File: src/rtl/ex_mem_latch.sv
// ex_mem_latch: EX/MEM pipeline register for the MIPS datapath.
// It tracks the outstanding data-memory request and keeps a saturating count of memory-wait cycles.
module ex_mem_latch #(
   parameter int CNT_W  = 16,
   parameter int WSEL_W = 5
) (
   input  logic              CLK,
   input  logic              RST,
   input  logic              en,
   input  logic              stall,
   input  logic              flush,
   input  logic              dhit,
   input  logic              in_halt,
   input  logic              in_RegWr,
   input  logic              in_MemToReg,
   input  logic              in_dREN,
   input  logic              in_dWEN,
   input  logic              in_jal,
   input  logic              in_lui,
   input  logic [WSEL_W-1:0] in_wsel,
   input  logic [31:0]       in_aluout,
   input  logic [31:0]       in_store,
   input  logic [31:0]       in_npc,
   input  logic [31:0]       in_instr,
   output logic              out_halt,
   output logic              out_RegWr,
   output logic              out_MemToReg,
   output logic              out_dREN,
   output logic              out_dWEN,
   output logic              out_jal,
   output logic              out_lui,
   output logic [WSEL_W-1:0] out_wsel,
   output logic [31:0]       out_aluout,
   output logic [31:0]       out_store,
   output logic [31:0]       out_npc,
   output logic [31:0]       out_instr,
   output logic              mem_pending,
   output logic [CNT_W-1:0]  memwait_cnt
);
   logic w_pending, w_bubble, w_load, w_retire, w_wait;
   assign w_pending   = out_dREN | out_dWEN;
   assign w_bubble    = en & flush;
   // a pending access may only be replaced on the edge it completes
   assign w_load      = en & ~stall & (~w_pending | dhit);
   assign w_retire    = dhit & w_pending;
   assign w_wait      = w_pending & ~dhit;
   assign mem_pending = w_pending;

   always_ff @(posedge CLK or posedge RST) begin
      if (RST) begin
         out_halt     <= 1'b0;
         out_RegWr    <= 1'b0;
         out_MemToReg <= 1'b0;
         out_dREN     <= 1'b0;
         out_dWEN     <= 1'b0;
         out_jal      <= 1'b0;
         out_lui      <= 1'b0;
         out_wsel     <= '0;
         out_aluout   <= '0;
         out_store    <= '0;
         out_npc      <= '0;
         out_instr    <= '0;
      end else if (w_bubble) begin
         out_RegWr    <= 1'b0;
         out_MemToReg <= 1'b0;
         out_dREN     <= 1'b0;
         out_dWEN     <= 1'b0;
         out_jal      <= 1'b0;
         out_lui      <= 1'b0;
         out_wsel     <= '0;
         out_aluout   <= '0;
         out_store    <= '0;
         out_npc      <= '0;
         out_instr    <= '0;
      end else if (w_load) begin
         out_halt     <= out_halt | in_halt;
         out_RegWr    <= in_RegWr;
         out_MemToReg <= in_MemToReg;
         out_dREN     <= in_dREN;
         out_dWEN     <= in_dWEN;
         out_jal      <= in_jal;
         out_lui      <= in_lui;
         out_wsel     <= in_wsel;
         out_aluout   <= in_aluout;
         out_store    <= in_store;
         out_npc      <= in_npc;
         out_instr    <= in_instr;
      end else if (w_retire) begin
         out_dREN     <= 1'b0;
         out_dWEN     <= 1'b0;
      end
   end

   always_ff @(posedge CLK or posedge RST) begin
      if (RST)
         memwait_cnt <= '0;
      else if (w_wait && !(&memwait_cnt))
         memwait_cnt <= memwait_cnt + CNT_W'(1);
   end
endmodule
File: config.mk
export PLATFORM = sky130hd
export DESIGN_NAME = ex_mem_latch
export DESIGN_NICKNAME = d
export VERILOG_FILES = /design/src/rtl/ex_mem_latch.sv
export SDC_FILE = /design/constraint.sdc
export NUM_CORES = 1
export LEC_CHECK = 0
export CAP_MARGIN = 10
export CORE_ASPECT_RATIO = 0.5
export CORE_UTILIZATION = 39
export DETAILED_ROUTE_END_ITERATION = 7
export MAX_ROUTING_LAYER = met4
export PLACE_DENSITY = 0.8
export REMOVE_ABC_BUFFERS = 1
export SLEW_MARGIN = 10
export SYNTH_ARGS = -nofsm -noshare
export SYNTH_HDL_FRONTEND = slang
export SYNTH_SLANG_ARGS = --single-unit
File: constraint.sdc
create_clock -name CLK -period 6.35 [get_ports CLK]
set_clock_uncertainty 0.2 [all_clocks]
set_input_delay 1.27 -clock CLK [delete_from_list [all_inputs] [get_ports CLK]]
set_output_delay 1.27 -clock CLK [all_outputs]
set_load 0.02 [all_outputs]
==> impl_table.tex <==
\begin{tabular}{lr}
\hline
Metric & Value \\
\hline
\multicolumn{2}{l}{\textbf{Timing}} \\
\quad Tcrit/Tclk final & 58.7\% \\
\quad Unrepaired setup endpoints after global routing & false \\
\quad Final worst hold slack & 0.279 ns \\
\quad Final worst path period need & 3.73 ns \\
\quad Final slew viol count & 0 \\
\quad Relative slew slack & 49.5\% \\
\quad Final number of setup-violating endpoints & 0 \\
\quad F\_max & 0.268 GHz \\
\quad Slew at the pin closest to its max-slew limit & 0.758 ns \\
\quad Final Hold Violating Endpoints & 0 \\
\multicolumn{2}{l}{\textbf{Finish}} \\
\quad Fraction of final layout cells with drive strength greater than 1 & 6.76\% \\
\quad Fillcell total & 1,020 \\
\quad Sequential cell area & 3900 µm² \\
\quad Antenna diode count & 0 \\
\quad Multi-input logic area & 1700 µm² \\
\quad Total Nets Final & 829 \\
\quad Synthesis-to-layout area growth & 65.7\% \\
\multicolumn{2}{l}{\textbf{Critical path}} \\
\quad WS Path Type & input port to register \\
\quad Largest stage delay on the critical path & 0.72 ns \\
\quad Sort of element at the end of the critical path & register \\
\quad Largest driver fanout on the critical path & 71 \\
\quad Worst path cell trace & clkdlybuf4s50\_1 -> o21ba\_4 -> nor2\_1 -> o21ai\_4 -> buf\_4 -> buf\_4 -> a22o\_1 \\
\quad CP Data Required Time & 6.48 ns \\
\quad Kind of cell adding the most delay to the critical path & buffers and inverters \\
\quad Library cell contributing the largest single delay on the critical path & sky130\_fd\_sc\_hd\_\_buf\_4 \\
\quad Most common cell type on the critical path & sky130\_fd\_sc\_hd\_\_buf\_4 \\
\quad Worst Path Arrival & 3.85 ns \\
\quad CP Buf/Inv Count & 3 \\
\quad Setup crit start kind & input port \\
\multicolumn{2}{l}{\textbf{Yosys}} \\
\quad Share of synthesized flip-flops with an asynchronous set or reset & 100\% \\
\quad Count of unique library cells instantiated by Yosys & 31 \\
\quad Top cells by area in the synthesized netlist & sky130\_fd\_sc\_hd\_\_dfrtp\_1 68\%, sky130\_fd\_sc\_hd\_\_a22o\_1 21\%, sky130\_fd\_sc\_hd\_\_buf\_2 2.1\% \\
\quad Gate count of the mapped netlist & 385 \\
\quad Synth area leader & sky130\_fd\_sc\_hd\_\_dfrtp\_1 \\
\quad Post-Syn Area & 5740 µm² \\
\quad Leading cell types by count after synthesis & 156 x sky130\_fd\_sc\_hd\_\_dfrtp\_1, 137 x sky130\_fd\_sc\_hd\_\_a22o\_1, 24 x sky130\_fd\_sc\_hd\_\_buf\_2 \\
\quad Number of synthesized register bits & 156 \\
\quad Post-Syn Area per Cell & 14.9 µm² \\
\quad Most used flip-flop cell after synthesis & sky130\_fd\_sc\_hd\_\_dfrtp\_1 \\
\quad Most used standard cell by instance count after synthesis & sky130\_fd\_sc\_hd\_\_dfrtp\_1 \\
\quad Seq/Total Area, Yosys & 68.0\% \\
\quad Area fraction of the dominant cell type after synthesis & 68.0\% \\
\quad Post-synth EDFFs & 0 \\
\quad Count of warnings emitted by yosys & 0 \\
\multicolumn{2}{l}{\textbf{Floorplanning}} \\
\quad Die Outline Area & 15,200 µm² \\
\quad Initial standard-cell utilization of the core & 41.1\% \\
\quad Area of the core & 14,000 µm² \\
\quad Floorplan row count & 30 \\
\quad Die width & 174 µm \\
\quad \# IOs & 303 \\
\quad Height of the die & 87.8 µm \\
\multicolumn{2}{l}{\textbf{Detailed routing}} \\
\quad Drc violations & 0 \\
\quad Post-route antenna net violation count & 0 \\
\quad Count of vias placed by the detailed router & 4,574 \\
\quad Mean number of vias per cell & 5.16 \\
\quad Number of DRC violations after detailed-routing iteration 0 & 236 \\
\quad Number of search-and-repair iterations in the first detailed-routing pass & 4 \\
\quad Avg WL per Cell & 19.8 µm \\
\quad WL final & 17.5 mm \\
\multicolumn{2}{l}{\textbf{Clock tree}} \\
\quad Clock tree from TritonCTS & done \\
\quad Clock root buffer master & sky130\_fd\_sc\_hd\_\_clkbuf\_16 \\
\quad TritonCTS Buffers & 17 \\
\quad Total of cells resized after clock tree synthesis & 0 \\
\quad Post-CTS setup buffer count & 0 \\
\quad Worst-Skew Late Latency & 0.39 ns \\
\quad Number of hold buffers added after cts & 0 \\
\quad Number of buffers between clock root and the deepest sink & 2 \\
\quad H-tree level count & 4 \\
\quad Clock-pin slew on the worst setup and hold paths & 0.06 ns \\
\quad Clock Sink Count & 156 \\
\multicolumn{2}{l}{\textbf{GRT}} \\
\quad Initial antenna violation count & 0 \\
\quad Pin count of the biggest net entering global routing & 75 \\
\quad Global-route wire length before repair & 26.4 mm \\
\quad Via count of the first global-routing pass & 4,564 \\
\quad Aggregate global routing overflow & 0 \\
\quad All-layer global routing usage & 23.2\% \\
\multicolumn{2}{l}{\textbf{Place}} \\
\quad Final estimated routing congestion in global placement & 0.808 \\
\quad Total half-perimeter wirelength after legalization and detailed placement & 12.5 mm \\
\quad Count of buffers inserted at the top-level ports & 302 \\
\multicolumn{2}{l}{\textbf{Power and ir drop}} \\
\quad Clk pwr share & 37.8\% \\
\quad P\_int & 0.00197 W \\
\quad Psw & 0.000718 W \\
\quad Part of the power in registers & 42.5\% \\
\quad Total power consumption of the routed design & 0.00269 W \\
\quad Areal power density over the cells & 282 nW/µm² \\
\quad Peak supply drop & 265 µV \\
\quad Leakage & 4.23 nW \\
\quad Power share of the combinational group & 19.7\% \\
\quad Switching portion of total power & 26.7\% \\
\multicolumn{2}{l}{\textbf{Worst hold path}} \\
\quad Min-delay worst type & register to register \\
\multicolumn{2}{l}{\textbf{Run status}} \\
\quad Outcome & finished, final reports clean \\
\multicolumn{2}{l}{\textbf{Job}} \\
\quad Number of maximum-capacitance constraint violations & 0 \\
\hline
\end{tabular}
## metrics by stage
step / instance area, µm² / instances / util, % / TNS [ns] / worst slack (ns)
after floorplan: 5600 / 355 / - / -85.09 / -0.613
after global placement: 8920 / 855 / 63.9 / 0 / 2.31
after detailed placement: 8920 / 855 / 63.9 / 0 / 2.23
after CTS: 9520 / 887 / 68.2 / 0 / 2.66
after global routing: 9520 / 887 / 68.2 / 0 / 2.47
final: 9520 / 887 / 68.2 / 0 / 2.62
## per-layer routing
layer,track usage (%),vias to the layer above,wire [µm]
li1,-,2084,-
met1,29.4,2340,7470
met2,39.1,127,9210
met3,4.04,23,580
met4,5.90,0,256
met5,-,-,0
## cell families (layout without fill, tap and decap cells)
family / Yosys count / in the layout / share of synthesized area [%]
flip-flops: 156 / 156 / 68.0
AO/OA/AOI/OAI: 146 / 146 / 22.1
AND/OR/NAND/NOR: 35 / 35 / 4.73
buffers and inverters: 32 / 342 / 2.61
XOR/XNOR: 14 / 14 / 2.14
adder cells (fa/ha/maj): 1 / 1 / 0.218
multiplexers: 1 / 1 / 0.196
## cell usage in the layout, fill, tap and decap left out, types with 2 or more instances in the layout
cell and n:
sky130_fd_sc_hd__a22o_1 137, sky130_fd_sc_hd__clkbuf_16 17, sky130_fd_sc_hd__a32o_1 2, sky130_fd_sc_hd__nor2_1 2
sky130_fd_sc_hd__nand4_1 6, sky130_fd_sc_hd__nor4b_2 2, sky130_fd_sc_hd__xor2_1 11, sky130_fd_sc_hd__nand2b_1 2
sky130_fd_sc_hd__clkbuf_1 2, sky130_fd_sc_hd__buf_4 6, sky130_fd_sc_hd__inv_6 3, sky130_fd_sc_hd__or2_2 2
sky130_fd_sc_hd__nand2_1 6, sky130_fd_sc_hd__xnor2_1 3, sky130_fd_sc_hd__clkinvlp_4 4, sky130_fd_sc_hd__clkdlybuf4s50_1 302
sky130_fd_sc_hd__bufinv_16 2, sky130_fd_sc_hd__dfrtp_1 156, sky130_fd_sc_hd__and4_1 2, sky130_fd_sc_hd__nor3_1 3
sky130_fd_sc_hd__nor4_1 4, sky130_fd_sc_hd__clkbuf_8 2, sky130_fd_sc_hd__o21ai_0 2
## flip-flops by register name, summed over array words and instances (netlist names), 5 cells and up
| signal | cells |
|---|---|
| out_wsel | 5 |
| out_aluout | 32 |
| out_store | 32 |
| out_instr | 32 |
| out_npc | 32 |
| memwait_cnt | 16 |
## power by group through the flow
stage	Combinational, W	Clock (W)	Sequential (W)
floorplan	0.000121	0	0.00125
CTS	0.000534	0.00104	0.00114
global placement	0.000523	0	0.00116
global route	0.000559	0.00108	0.00115
finish	0.000530	0.00102	0.00114
detailed placement	0.000533	0	0.00116
## path summary, 6_finish.rpt
path	cells past startpoint	endpoint	from	slack [ns]
setup / recovery	7	out_instr[13]	dhit	2.62
hold / removal	1	out_halt	out_halt	0.28
setup reg to reg	6	out_instr[13]	out_dWEN	3.64
hold reg to reg	1	out_halt	out_halt	0.28
max in group asynchronous	3	out_lui	RST	3.73
min in group asynchronous	2	out_instr[4]	RST	1.16
## area by class of cell
cell class	instances	area share, %
clock inverters	11	1.39
multi-input cells	197	17.9
well taps	192	2.52
clock buffers	21	4.84
flip-flops and latches	156	41.0
repair buffers	308	32.2
inverters	2	0.131
## worst register-to-register path: cells and delay by family (launching register included)
family          cells  cell delay [ns]
buf+inv             2             1.31
compound gates      3             0.65
flops               1             0.41
simple gates        1             0.08
Note: power is estimated with default switching activity, not from simulation.
